[config.mk]
export PLATFORM = sky130hd
export DESIGN_NAME = mem_load_extract
export DESIGN_NICKNAME = d
export VERILOG_FILES = /design/src/rtl/mem_load_extract_pkg.sv /design/src/rtl/mem_load_extract_align_ext.sv /design/src/rtl/mem_load_extract.sv
export SDC_FILE = /design/constraint.sdc
export NUM_CORES = 1
export LEC_CHECK = 0
export BUFFER_PORTS_ARGS = -buffer_cell sky130_fd_sc_hd__buf_4
export CAP_MARGIN = 20
export CORE_MARGIN = 4
export CORE_UTILIZATION = 48
export DETAILED_ROUTE_END_ITERATION = 7
export HOLD_SLACK_MARGIN = 0.06
export PLACE_DENSITY = 0.8
export SYNTH_ARGS = -nofsm -noshare
export SYNTH_HDL_FRONTEND = slang
export SYNTH_SLANG_ARGS = --single-unit
export TNS_END_PERCENT = 30
[constraint.sdc]
create_clock -name clk -period 2.2 [get_ports clk]
set_input_delay 0.22 -clock clk [delete_from_list [all_inputs] [get_ports clk]]
set_output_delay 0.22 -clock clk [all_outputs]
set_load 0.005 [all_outputs]
[src/rtl/mem_load_extract_pkg.sv]
// Shared load/store-unit definitions.
// Holds the RISC-V funct3 load-type codes and the load FSM state enumeration.
// The store-side byte-insert logic uses the same codes. load_illegal() decides
// whether a load request can be issued to memory, given its funct3 and the
// byte offset within the word.
package mem_load_extract_pkg;

  localparam logic [2:0] F3_LB  = 3'b000;
  localparam logic [2:0] F3_LH  = 3'b001;
  localparam logic [2:0] F3_LW  = 3'b010;
  localparam logic [2:0] F3_LBU = 3'b100;
  localparam logic [2:0] F3_LHU = 3'b101;

  typedef enum logic [1:0] {
    ST_IDLE = 2'd0,
    ST_REQ  = 2'd1,
    ST_WAIT = 2'd2,
    ST_RESP = 2'd3
  } ld_state_e;

  // Unknown codes and misaligned halfword/word accesses are illegal.
  // Bytes are legal at any offset.
  function automatic logic load_illegal(input logic [2:0] funct3,
                                        input logic [1:0] offset);
    logic ill;
    ill = 1'b1;
    case (funct3)
      F3_LB, F3_LBU: ill = 1'b0;
      F3_LH, F3_LHU: ill = offset[0];
      F3_LW:         ill = |offset;
      default:       ill = 1'b1;
    endcase
    return ill;
  endfunction

endpackage

[src/rtl/mem_load_extract_align_ext.sv]
// load_align_ext: combinational lane select and extension for loads.
// Ports:
//   rdata  [31:0] : little-endian word from data memory
//   offset [1:0]  : byte offset of the load within the word
//   funct3 [2:0]  : load type (lb/lh/lw/lbu/lhu)
//   value  [31:0] : selected lanes, sign- or zero-extended
// Illegal combinations are filtered out before this block is used.
// For those combinations the output is don't-care.
module load_align_ext
  import mem_load_extract_pkg::*;
(
  input  logic [31:0] rdata,
  input  logic [1:0]  offset,
  input  logic [2:0]  funct3,
  output logic [31:0] value
);

  logic [7:0]  byte_sel;
  logic [15:0] half_sel;

  always_comb begin
    byte_sel = rdata[7:0];
    case (offset)
      2'b00: byte_sel = rdata[7:0];
      2'b01: byte_sel = rdata[15:8];
      2'b10: byte_sel = rdata[23:16];
      2'b11: byte_sel = rdata[31:24];
      default: byte_sel = rdata[7:0];
    endcase
    // Only offsets 00 and 10 are legal for halfwords, so offset[1] is enough.
    half_sel = offset[1] ? rdata[31:16] : rdata[15:0];
  end

  always_comb begin
    value = rdata;
    case (funct3)
      F3_LB:   value = {{24{byte_sel[7]}}, byte_sel};
      F3_LH:   value = {{16{half_sel[15]}}, half_sel};
      F3_LW:   value = rdata;
      F3_LBU:  value = {24'h0, byte_sel};
      F3_LHU:  value = {16'h0, half_sel};
      default: value = rdata;
    endcase
  end

endmodule

[src/rtl/mem_load_extract.sv]
// mem_load_extract: single-outstanding load unit between core and data memory.
// Ports:
//   clk, rst_n            : clock, asynchronous active-low reset
//   ld_valid/ld_ready     : load request handshake; ld_addr, ld_funct3 are the payload
//   mem_req/mem_gnt       : word read request to memory; mem_addr is word-aligned
//   mem_rvalid/mem_rdata  : read data, one or more cycles after the grant
//   res_valid/res_ready   : result handshake; payload is res_data and res_err
//   dbg_state             : current FSM state, for observation only
// Handshakes: a transfer happens on a rising edge where valid and ready are both 1.
// A source that raises valid keeps it, and its payload, stable until that transfer.
// ld_ready and res_ready may be raised or dropped freely.
// Illegal loads never reach memory. They get an error response with res_data 0.
module mem_load_extract
  import mem_load_extract_pkg::*;
#(
  parameter int ADDR_W = 32
) (
  input  logic              clk,
  input  logic              rst_n,
  input  logic              ld_valid,
  output logic              ld_ready,
  input  logic [ADDR_W-1:0] ld_addr,
  input  logic [2:0]        ld_funct3,
  output logic              mem_req,
  output logic [ADDR_W-1:0] mem_addr,
  input  logic              mem_gnt,
  input  logic              mem_rvalid,
  input  logic [31:0]       mem_rdata,
  output logic              res_valid,
  input  logic              res_ready,
  output logic [31:0]       res_data,
  output logic              res_err,
  output ld_state_e         dbg_state
);

  ld_state_e         state, state_nx;
  logic [ADDR_W-1:0] word_addr_q;
  logic [1:0]        offset_q;
  logic [2:0]        funct3_q;
  logic [31:0]       res_data_q;
  logic              res_err_q;
  logic              req_illegal;
  logic [31:0]       ext_value;

  assign req_illegal = load_illegal(ld_funct3, ld_addr[1:0]);

  load_align_ext u_align (
    .rdata  (mem_rdata),
    .offset (offset_q),
    .funct3 (funct3_q),
    .value  (ext_value)
  );

  always_ff @(posedge clk or negedge rst_n) begin
    if (!rst_n) begin
      state <= ST_IDLE;
    end else begin
      state <= state_nx;
    end
  end

  // Request and result registers.
  // Each is written only when its state is left, so it stays stable while
  // mem_req or res_valid is asserted.
  always_ff @(posedge clk or negedge rst_n) begin
    if (!rst_n) begin
      word_addr_q <= '0;
      offset_q    <= '0;
      funct3_q    <= '0;
      res_data_q  <= '0;
      res_err_q   <= 1'b0;
    end else begin
      case (state)
        ST_IDLE: begin
          if (ld_valid) begin
            word_addr_q <= {ld_addr[ADDR_W-1:2], 2'b00};
            offset_q    <= ld_addr[1:0];
            funct3_q    <= ld_funct3;
            res_err_q   <= req_illegal;
            if (req_illegal) begin
              res_data_q <= '0;
            end
          end
        end
        ST_WAIT: begin
          if (mem_rvalid) begin
            res_data_q <= ext_value;
            res_err_q  <= 1'b0;
          end
        end
        default: ;
      endcase
    end
  end

  always_comb begin
    state_nx  = state;
    ld_ready  = 1'b0;
    mem_req   = 1'b0;
    res_valid = 1'b0;
    case (state)
      ST_IDLE: begin
        ld_ready = 1'b1;
        if (ld_valid) begin
          state_nx = req_illegal ? ST_RESP : ST_REQ;
        end
      end
      ST_REQ: begin
        mem_req = 1'b1;
        if (mem_gnt) begin
          state_nx = ST_WAIT;
        end
      end
      ST_WAIT: begin
        if (mem_rvalid) begin
          state_nx = ST_RESP;
        end
      end
      ST_RESP: begin
        res_valid = 1'b1;
        // No bypass: the next request is accepted only after IDLE is re-entered.
        if (res_ready) begin
          state_nx = ST_IDLE;
        end
      end
      default: state_nx = ST_IDLE;
    endcase
  end

  assign mem_addr  = word_addr_q;
  assign res_data  = res_data_q;
  assign res_err   = res_err_q;
  assign dbg_state = state;

endmodule

=== After elaboration in Yosys (flattened, before gate mapping) ===
Cells that the tools add are included.

* Equality and inequality tests: 18
* Muxes and demuxes: 20
* Reduce and logical (&&, ||, !) cells: 12

{| class="wikitable"
|+ Operators by type and width
! operator !! count
|-
| 32-bit one-hot mux with 4 select lines || 1
|-
| 32-bit 2-to-1 mux || 3
|-
| 32-bit one-hot mux with 2 select lines || 1
|-
| 8-bit one-hot mux with 4 select lines || 1
|-
| 16-bit 2-to-1 mux || 1
|-
| 3-bit == test (second input constant) || 4
|-
| 2-bit 2-to-1 mux || 5
|-
| 2-bit != test (second input constant) || 5
|-
| 2-bit == test (second input constant) || 4
|-
| 2-bit one-hot mux with 4 select lines || 1
|-
| 4-bit AND reduction || 2
|-
| 3-bit by 1-bit == test with 1-bit output (second input constant) || 2
|-
| 3-bit zero test || 2
|-
| 2-bit OR reduction || 3
|-
| 1-bit 2-to-1 mux || 5
|-
| 2-bit by 1-bit == test with 1-bit output (second input constant) || 2
|-
| 2-bit zero test || 2
|-
| 3-bit by 2-bit == test with 1-bit output (second input constant) || 1
|-
| 1-bit one-hot mux with 3 select lines || 1
|-
| 3-bit AND reduction || 1
|-
| 1-bit one-hot mux with 2 select lines || 1
|-
| 2-bit AND reduction || 1
|-
| 2-bit nonzero test || 1
|}

* Output and inout bits: 70
* Input bits: 73
* Register bits: 70

=== Depth between registers and ports, before layout ===
Gate-level depths: netlist (run 1).

* Depth after elaboration: 6
* Gate-level depth with buffers: 8
* Depth with buffers taken out: 6

=== By module ===
A second synthesis (run 1) with hierarchy kept.

* Cell total of the unflattened synthesis: 357
* Area, all modules: 3564.7 um^2

{| class="wikitable"
|+ By module, submodules not included
! module !! area an instance (um^2) !! instances !! cells each
|-
| mem_load_extract || 2915.3 || 1 || 247
|-
| load_align_ext || 649.4 || 1 || 110
|}

=== Worst setup path after synthesis (run 1) ===
No wires, ideal clock.

* Kind: register -> register
* From: register state[0] (netlist: dbg_state[0])
* To: register res_data_q[16] (netlist: res_data[16])
* Library setup time: 0.067 ns
* Buffers on the path: 1
* Path slack: 0.386 ns
* Data arrival time: 1.747 ns
* Stages on the path, launching flop included: 8
* Clock period less this slack: 1.814 ns
* Cells stage by stage: dfrtp_1 > inv_1 > ha_1 > nor2b_1 > or3_4 > nor2_4 > buf_4 > a32o_1

* Longest elaborated chain between the ends: 3
* Elaborated cells between the ends (all ways): 8
* Classes of those cells: eq/ne: 4; mux: 1; reduce/logical: 3

{| class="wikitable"
|+ RTL lines
! item !! RTL line !! source
|-
| start: declaration || mem_load_extract.sv:36 || <nowiki>ld_state_e state, state_nx;</nowiki>
|-
| start signal: assignment || mem_load_extract.sv:58 || <nowiki>state <= state_nx;</nowiki>
|-
| 2-bit == test / 2-bit zero test (equally long branches) || mem_load_extract.sv:73 || <nowiki>case (state)</nowiki>
|-
| 2-bit != test (no source line) / 2-bit nonzero test (equally long branches) || - ||
|-
| 4-bit AND reduction (no source line) || - ||
|-
| end signal: assignment || mem_load_extract.sv:87 || <nowiki>res_data_q <= ext_value;</nowiki>
|-
| end: declaration || mem_load_extract.sv:40 || <nowiki>logic [31:0] res_data_q;</nowiki>
|}

Several ways; a longest one is shown, not always the timed one.
A chain may end at the register's enable or synchronous reset.

=== Worst setup path in the final report (run 1) ===
* From: register state[0] (netlist: dbg_state[0])
* To: register res_data_q[27] (netlist: res_data[27])

Same word-level chain as after synthesis.

==> results_dict.tcl, run 1 <==
set metrics [dict create \
    status "complete, no violations" \
    swShare_pct 35.6 \
    routabilityCongestion 0.815 \
    fin_nets 502 \
    grt_pass1_vias 2873 \
    cp_top_family "simple AND/OR/NAND/NOR gates" \
    critPathMaxFanout 17 \
    seqPwrFrac_pct 33.5 \
    dpl.cell_count 509 \
    syn-mean-instance-area_um2 12.2 \
    fin_crit_sh_pct 89.5 \
    finClkSkew_ns 0.00833 \
    reg2reg_from "dbg_state[0]$_DFFE_PN0P_" \
    place_area_um2 4620 \
    r2r_cells 6 \
    p_sw_w 0.00244 \
    dp_hpwl_mm 6.70 \
    htreeDepth 3 \
    cts_resized 0 \
    synth_area_leaders "dfrtp_1 (50%), mux2_2 (12%), mux2i_1 (6.6%)" \
    synth_top_area_share_pct 50.1 \
    cts_made_buffers 9 \
    post_drt_wl_per_cell_um 16.6 \
    synth_edf_count 0 \
    placement_rows 30 \
    postRouteWirelength_mm 8.75 \
    via_per_inst 5.27 \
    antenna_found_initial 0 \
    critPathCaptureType "flop" \
    hold_viol_final 0 \
    die_x_um 93.3 \
    layout-area-overhead-vs-synth_pct 38.2 \
    ctsRootBufferMaster "clkbuf_8" \
    cellPowerDensity_nw_per_um2 1420 \
    stdcell_area_um2 4830 \
    gr-total-overflow 0 \
    p_leak_nw 2.35 \
    path_cells "inv_1 > ha_1 > nor2b_1 > or3_4 > nor2_4 > a32o_1" \
    ys_types 39 \
    cts_tree "yes" \
    fin_cells 526 \
    internal_power_w 0.00442 \
    hold_path_startpoint "ld_addr[12]" \
    diodes 0 \
    insertion_delay_ns 0.34 \
    p_comb_share_pct 51.1 \
    drt_first_pass_iters 4 \
    layout-drive-gt1-share_pct 48.8 \
    netlist_top_cells_count "dfrtp_1 (70), mux2_2 (37), mux2i_1 (23)" \
    post_cts.repair.setup_buffers 0 \
    routed-via-count 2774 \
    drv_slew 0 \
    synth_async_sr_flop_share_pct 100 \
    synth-main-ff-cell "dfrtp_1" \
    peakVddDrop_uv 761 \
    synth.ff_latch_count 70 \
    worst_pin_slew_ns 0.871 \
    drtAntennaViolNets 0 \
    finalWorstSetupSlack_ns 0.231 \
    clock-sinks 70 \
    fmax_ghz 0.508 \
    yosysTopAreaCell "dfrtp_1" \
    cp.arrival_ns 2.25 \
    grt_max_degree 71 \
    syn_inst 286 \
    cp_slowest_stage_delay_ns 0.40 \
    r2r_slack_ns 0.23 \
    core_um2 6940 \
    finalSetupTns_ns 0 \
    worstSetupPathType "reg2reg" \
    yosysWarnings 0 \
    syn_area_um2 3500 \
    drt_iter0_drc 102 \
    n_fill_cell 536 \
    port_buffers 140 \
    hold_depth 2 \
    initial_utilization_pct 50.3 \
    grt_pass1_wl_mm 14.2 \
    post-place-ws_ns 0.222 \
    hold_class "in2reg" \
    rsz0062_at_grt "no" \
    yosysMostFrequentCell "dfrtp_1" \
    drv_cap 0 \
    clockPowerShare_pct 15.4 \
    timing.critical_path.buf_inv 1 \
    rr_endpoint "res_data[27]$_DFFE_PN0P_" \
    max-slew-margin-rel_pct 41.9 \
    drcViolationCount 0 \
    hold_end "mem_addr[12]$_DFFE_PN0P_" \
    seq_area_frac_synth_pct 50.1 \
    die_h_um 93.3 \
    crit_slowest_cell "dfrtp_1" \
    grt_usage_pct 20.9 \
    period_needed_ns 1.97 \
    setup_violations 0 \
    ioPinCount 143 \
    clkTransAtPathRegs_ns 0.08 \
    cp.required_ns 2.48 \
    cp-start-kind "flop" \
    fp.dieArea_um2 8710 \
    cts_buffer_depth 2 \
]
-- kinds of logic after synthesis --
kind of cell	share of synthesized area [%]
AND/OR/NAND/NOR	9.20
multiplexers	18.9
flip-flops	50.1
other	0.107
buffers and inverters	5.12
AO/OA/AOI/OAI	15.1
adder cells (fa/ha/maj)	1.43
-- registers in the layout, summed over array words and instances (netlist names) --
register   count
offset_q       2
dbg_state      2
funct3_q       3
mem_addr      30
res_data      32
res_err        1
-- worst max path at each step --
stage / startpoint / to / slack [ns] / cells after the start
2_1_floorplan: dbg_state[0]$_DFFE_PN0P_ / res_data[16]$_DFFE_PN0P_ / 0.39 / 7
3_3_place_gp: dbg_state[0]$_DFFE_PN0P_ / res_data[20]$_DFFE_PN0P_ / 0.29 / 6
3_5_place_dp: dbg_state[0]$_DFFE_PN0P_ / res_data[27]$_DFFE_PN0P_ / 0.22 / 6
4_1_cts: dbg_state[0]$_DFFE_PN0P_ / res_data[27]$_DFFE_PN0P_ / 0.21 / 6
5_1_grt: dbg_state[0]$_DFFE_PN0P_ / res_data[26]$_DFFE_PN0P_ / 0.06 / 6
6_report: dbg_state[0]$_DFFE_PN0P_ / res_data[27]$_DFFE_PN0P_ / 0.23 / 6
-- power by group through the flow --
stage	clock network [W]	logic [W]	registers (W)
final	0.00106	0.00351	0.00229
after global routing	0.00114	0.00387	0.00238
after CTS	0.00108	0.00356	0.00230
after detailed placement	0	0.00356	0.00231
after global placement	0	0.00346	0.00229
after floorplan	0	0.00215	0.00225
-- metal layers --
layer / track usage [%] / up-vias / wire length [um] / share of wire, %
met5: 0 / - / 0 / 0
met4: 7.45 / 0 / 119 / 1.4
met3: 8.37 / 12 / 874 / 10
met2: 33.6 / 112 / 4210 / 48
met1: 25.3 / 1332 / 3540 / 40
li1: - / 1318 / - / -
-- worst register-to-register path: cells and delay by family, from the launching register on --
kind                     cells  cell delay (ns)
buffers and inverters        1             0.10
AO/OA/AOI/OAI                1             0.24
AND/OR/NAND/NOR              3             0.90
adder cells (fa/ha/maj)      1             0.27
flip-flops                   1             0.40
-- metrics by stage --
step | hold WS, ns | total power (W) | utilization [%]
final | 0.112 | 0.00686 | 69.6
after detailed placement | 0.393 | 0.00587 | 66.5
after global placement | 0.369 | 0.00575 | 66.5
after floorplan | -0.0756 | 0.00440 | -
after global routing | 0.0871 | 0.00738 | 69.6
after CTS | 0.0982 | 0.00694 | 69.6
-- final cells by class --
class / count / area [um2] / share of cell area [%]
Multi-Input combinational cell: 180 / 1570 / 32.5
Clock buffer: 13 / 159 / 3.29
Inverter: 15 / 56.3 / 1.17
Sequential cell: 70 / 1750 / 36.3
Tap cell: 96 / 120 / 2.49
Timing Repair Buffer: 149 / 1130 / 23.5
Clock inverter: 3 / 42.5 / 0.880
-- what timing repair did --
action	CTS	global route
hold buffers	1	0
setup endpoints to repair	0	0
hold endpoints to repair	70	0
-- layout by cell type, fill, tap and decap left out, drive strengths merged, types with 2 or more instances in the layout --
cell type	count
nand2b	19
buf	148
o22ai	8
dfrtp	70
mux2i	23
inv	15
nor2	4
nor2b	17
clkbuf	13
conb	2
nand2	2
ha	4
or3	2
a31oi	2
o21ai	4
mux2	38
a21oi	12
nor3	2
a22o	7
a32o	17
o221ai	7
No activity file was read; power rests on OpenSTA's default activity.
==> run 2: changes to the inputs <==
--- a/config.mk
+++ b/config.mk
@@ -9,8 +9,7 @@
 export CAP_MARGIN = 20
 export CORE_MARGIN = 4
-export CORE_UTILIZATION = 48
+export CORE_UTILIZATION = 30
 export DETAILED_ROUTE_END_ITERATION = 7
 export HOLD_SLACK_MARGIN = 0.06
-export PLACE_DENSITY = 0.8
 export SYNTH_ARGS = -nofsm -noshare
 export SYNTH_HDL_FRONTEND = slang
==> constraint.sdc (replaced) <==
create_clock -name clk -period 2.2 [get_ports clk]
set_input_delay 0.44 -clock clk [delete_from_list [all_inputs] [get_ports clk]]
set_output_delay 0.44 -clock clk [all_outputs]
set_load 0.005 [all_outputs]
==> results_dict.tcl, run 2 (synthesized netlist as in run 1, its figures left out) <==
set metrics [dict create \
    port_buffers 140 \
    diodes 0 \
    rsz0062_at_grt "no" \
    postCtsHoldBufs 0 \
    grt_pass1_vias 2923 \
    ioPinCount 143 \
    cts_buffer_depth 2 \
    layout-drive-gt1-share_pct 49.4 \
    clock-sinks 70 \
    antenna_found_initial 0 \
    fp.dieArea_um2 13400 \
    p_leak_nw 2.43 \
    cts_tree "yes" \
    fin_crit_sh_pct 91.2 \
    post_drt_wl_per_cell_um 16.9 \
    fmax_ghz 0.499 \
    placement_rows 39 \
    ctsRootBufferMaster "clkbuf_16" \
    setup_violations 0 \
    cp.arrival_ns 2.27 \
    layout-area-overhead-vs-synth_pct 44.8 \
    initial_utilization_pct 30.6 \
    drtAntennaViolNets 0 \
    clkTransAtPathRegs_ns 0.06 \
    grt_max_degree 38 \
    drv_cap 0 \
    die_x_um 116 \
    core_um2 11400 \
    post_cts.repair.setup_buffers 0 \
    cts_made_buffers 9 \
    dp_hpwl_mm 7.37 \
    critPathCaptureType "flop" \
    insertion_delay_ns 0.33 \
    grt_usage_pct 14.7 \
    routed-via-count 2779 \
    drt_first_pass_iters 6 \
    cts_resized 0 \
    fin_nets 501 \
    grt_pass1_wl_mm 15.2 \
    final_common_cell "buf_4" \
    drcViolationCount 0 \
    finClkSkew_ns 0.00273 \
    fin_util_pct 44.3 \
    hold_viol_final 0 \
    worstSetupPathType "reg2reg" \
    largest_reg_flops 32 \
    postRouteWirelength_mm 9.67 \
    period_needed_ns 2.01 \
    critPathMaxFanout 17 \
    cellPowerDensity_nw_per_um2 1510 \
    htreeDepth 3 \
    via_per_inst 4.86 \
    drv_slew 0 \
    mostFrequentLayoutCells "buf_4 (146), dfrtp_1 (70), mux2_2 (37)" \
    worst_pin_slew_ns 0.717 \
    gr-total-overflow 0 \
    hold_class "in2async" \
    status "complete, no violations" \
    routabilityCongestion 0.818 \
    peakVddDrop_uv 533 \
    max-slew-margin-rel_pct 52.2 \
    cp.required_ns 2.46 \
    cp-start-kind "flop" \
    finalSetupTns_ns 0 \
    die_h_um 116 \
    drt_iter0_drc 171 \
]
run 2: cell type report:
cell class	count	area (um2)
Sequential cell	70	1750
Fill cell	1112	6350
Tap cell	143	179
Multi-Input combinational cell	180	1570
Clock buffer	10	239
Inverter	15	56.3
Timing Repair Buffer	148	1140
Clock inverter	6	133
run 2: power by group:
group,internal [W],switching [W]
clock,0.00125,0.000549
sequential,0.00190,0.000408
combinational,0.00195,0.00160
total,0.00509,0.00256
run 2: worst max-delay path: stages, from the launching register on:
cell and delay (ns):
dfrtp_1 0.39, inv_1 0.09, ha_1 0.27, nor2b_1 0.16
or3_4 0.40, nor2_4 0.36, a32o_1 0.25
run 2: per-layer routing:
layer,track usage (%),vias to the layer above,part of all wire [%]
li1,-,1317,-
met1,18.0,1354,40
met2,24.2,98,50
met3,4.49,10,8.2
met4,6.11,0,1.5
met5,0,-,0
run 2: worst paths after layout:
path,cells past startpoint,end,slack (ns),from
worst min-delay path,1,res_data[5]$_DFFE_PN0P_,0.07,rst_n
max in group asynchronous,2,mem_addr[21]$_DFFE_PN0P_,1.58,rst_n
worst min register to register,1,res_data[16]$_DFFE_PN0P_,0.49,res_data[16]$_DFFE_PN0P_
worst max register to register,6,res_data[30]$_DFFE_PN0P_,0.19,dbg_state[0]$_DFFE_PN0P_
min in group clk,2,mem_addr[30]$_DFFE_PN0P_,0.34,ld_addr[30]
worst max-delay path,6,res_data[30]$_DFFE_PN0P_,0.19,dbg_state[0]$_DFFE_PN0P_
run 2: stage by stage:
stage	std cells	hold WS (ns)	worst slack [ns]	area, um2	power (W)
after floorplan	287	0.144	0.386	3500	0.00440
after global placement	556	0.418	0.289	4690	0.00581
after detailed placement	556	0.430	0.228	4690	0.00593
after CTS	572	0.0704	0.204	5060	0.00778
after global routing	572	0.0919	0.0632	5060	0.00821
final	572	0.0679	0.194	5060	0.00765
==> run 3: changes to the inputs <==
==> constraint.sdc (replaced) <==
create_clock -name clk -period 2.28 [get_ports clk]
set_input_delay 0.342 -clock clk [delete_from_list [all_inputs] [get_ports clk]]
set_output_delay 0.342 -clock clk [all_outputs]
set_load 0.005 [all_outputs]
==> results_dict.tcl, run 3 (synthesized netlist as in run 1, its figures left out) <==
set metrics [dict create \
    cts_tree "yes" \
    mostFrequentLayoutCells "buf_4 (145), dfrtp_1 (70), mux2_2 (37)" \
    ctsRootBufferMaster "clkbuf_16" \
    grt_usage_pct 14.2 \
    hold_class "in2async" \
    die_x_um 116 \
    ioPinCount 143 \
    period_needed_ns 2.04 \
    grt_pass1_vias 2776 \
    postCtsHoldBufs 0 \
    gr-total-overflow 0 \
    htreeDepth 3 \
    hold_viol_final 0 \
    worstSetupPathType "reg2reg" \
    fin_crit_sh_pct 89.4 \
    peakVddDrop_uv 632 \
    rsz0062_at_grt "no" \
    fmax_ghz 0.491 \
    finalSetupTns_ns 0 \
    cp.arrival_ns 2.29 \
    initial_utilization_pct 30.6 \
    critPathMaxFanout 17 \
    stdcell_area_um2 4960 \
    finClkSkew_ns 0.00600 \
    placement_rows 39 \
    drcViolationCount 0 \
    cts_buffer_depth 2 \
    critPathCaptureType "flop" \
    grt_pass1_wl_mm 14.8 \
    fp.dieArea_um2 13400 \
    regArea_um2 1750 \
    max-slew-margin-rel_pct 39.9 \
    drtAntennaViolNets 0 \
    fin_util_pct 43.5 \
    cp.required_ns 2.54 \
    insertion_delay_ns 0.33 \
    status "complete, no violations" \
    fin_nets 499 \
    final_common_cell "buf_4" \
    post_cts.repair.setup_buffers 0 \
    diodes 0 \
    clkTransAtPathRegs_ns 0.06 \
    die_h_um 116 \
    postRouteWirelength_mm 9.46 \
    cp-start-kind "flop" \
    post_drt_wl_per_cell_um 16.6 \
    multi_input_area_um2 1570 \
    dp_hpwl_mm 7.05 \
    routabilityCongestion 0.754 \
    drv_cap 0 \
    worst_pin_slew_ns 0.902 \
    largest_reg_flops 32 \
    antenna_found_initial 0 \
    port_buffers 140 \
    routed-via-count 2810 \
    core_um2 11400 \
    cts_resized 0 \
    via_per_inst 4.93 \
    cts_made_buffers 9 \
    n_fill_cell 1117 \
    drv_slew 0 \
    cellPowerDensity_nw_per_um2 1410 \
    p_leak_nw 2.39 \
    setup_violations 0 \
    grt_max_degree 71 \
    layout-area-overhead-vs-synth_pct 42.0 \
    clock-sinks 70 \
    place_area_um2 4660 \
    layout-drive-gt1-share_pct 49.2 \
    drt_first_pass_iters 4 \
    finalPower_w 0.00699 \
    drt_iter0_drc 147 \
]
-- run 3: changes by cell type in the layout (fill, tap and decap cells not counted), sizes merged --
| cell | previous run | this run |
|---|---|---|
| bufinv | 4 | 1 |
| clkinv | 1 | 4 |
| buf | 148 | 146 |
-- run 3: per-layer routing --
layer	global-route usage, %	wire length, um	up-vias	part of all wire [%]
met3	4.91	762	12	8.1
met1	17.7	3870	1380	41
met4	4.41	119	0	1.3
met2	23.4	4700	104	50
li1	-	-	1314	-
met5	0	0	-	0
-- run 3: layout make-up --
cell class / count / area share [%]
tap: 143 / 3.60
sequential: 70 / 35.3
clock buffer: 10 / 4.81
timing repair buffer: 146 / 22.3
clock inverter: 6 / 1.23
multi-input combinational: 180 / 31.6
inverter: 15 / 1.13
-- run 3: per-stage QoR --
step | hold WS (ns) | std cells | worst slack [ns]
after floorplan | 0.0464 | 287 | 0.466
after global placement | 0.476 | 554 | 0.359
after detailed placement | 0.486 | 554 | 0.272
after CTS | 0.173 | 570 | 0.247
after global routing | 0.218 | 570 | 0.139
final | 0.139 | 570 | 0.243
-- run 3: path summary, 6_finish.rpt --
kind                                     startpoint                       end  slack, ns  cells past startpoint
max in group asynchronous                     rst_n   mem_addr[4]$_DFFE_PN0P_       1.54                      1
max                        dbg_state[0]$_DFFE_PN0P_  res_data[24]$_DFFE_PN0P_       0.24                      6
min                                           rst_n  dbg_state[1]$_DFFE_PN0P_       0.14                      1
min reg2reg                res_data[27]$_DFFE_PN0P_  res_data[27]$_DFFE_PN0P_       0.50                      1
max reg2reg                dbg_state[0]$_DFFE_PN0P_  res_data[24]$_DFFE_PN0P_       0.24                      6
min in group clk                        ld_addr[31]  mem_addr[31]$_DFFE_PN0P_       0.24                      2
-- run 3: report_power, final --
group	total, W	switching, W	internal, W
combinational	0.00338	0.00153	0.00185
sequential	0.00222	0.000392	0.00183
clock	0.00140	0.000526	0.000872
total	0.00699	0.00245	0.00455
-- run 3: worst max-delay path, stage by stage, from the launching register on --
cell and delay, ns:
dfrtp_1 0.40, inv_1 0.10, ha_1 0.29, nor2b_1 0.18, or3_4 0.40, nor2_4 0.35
a32o_1 0.24
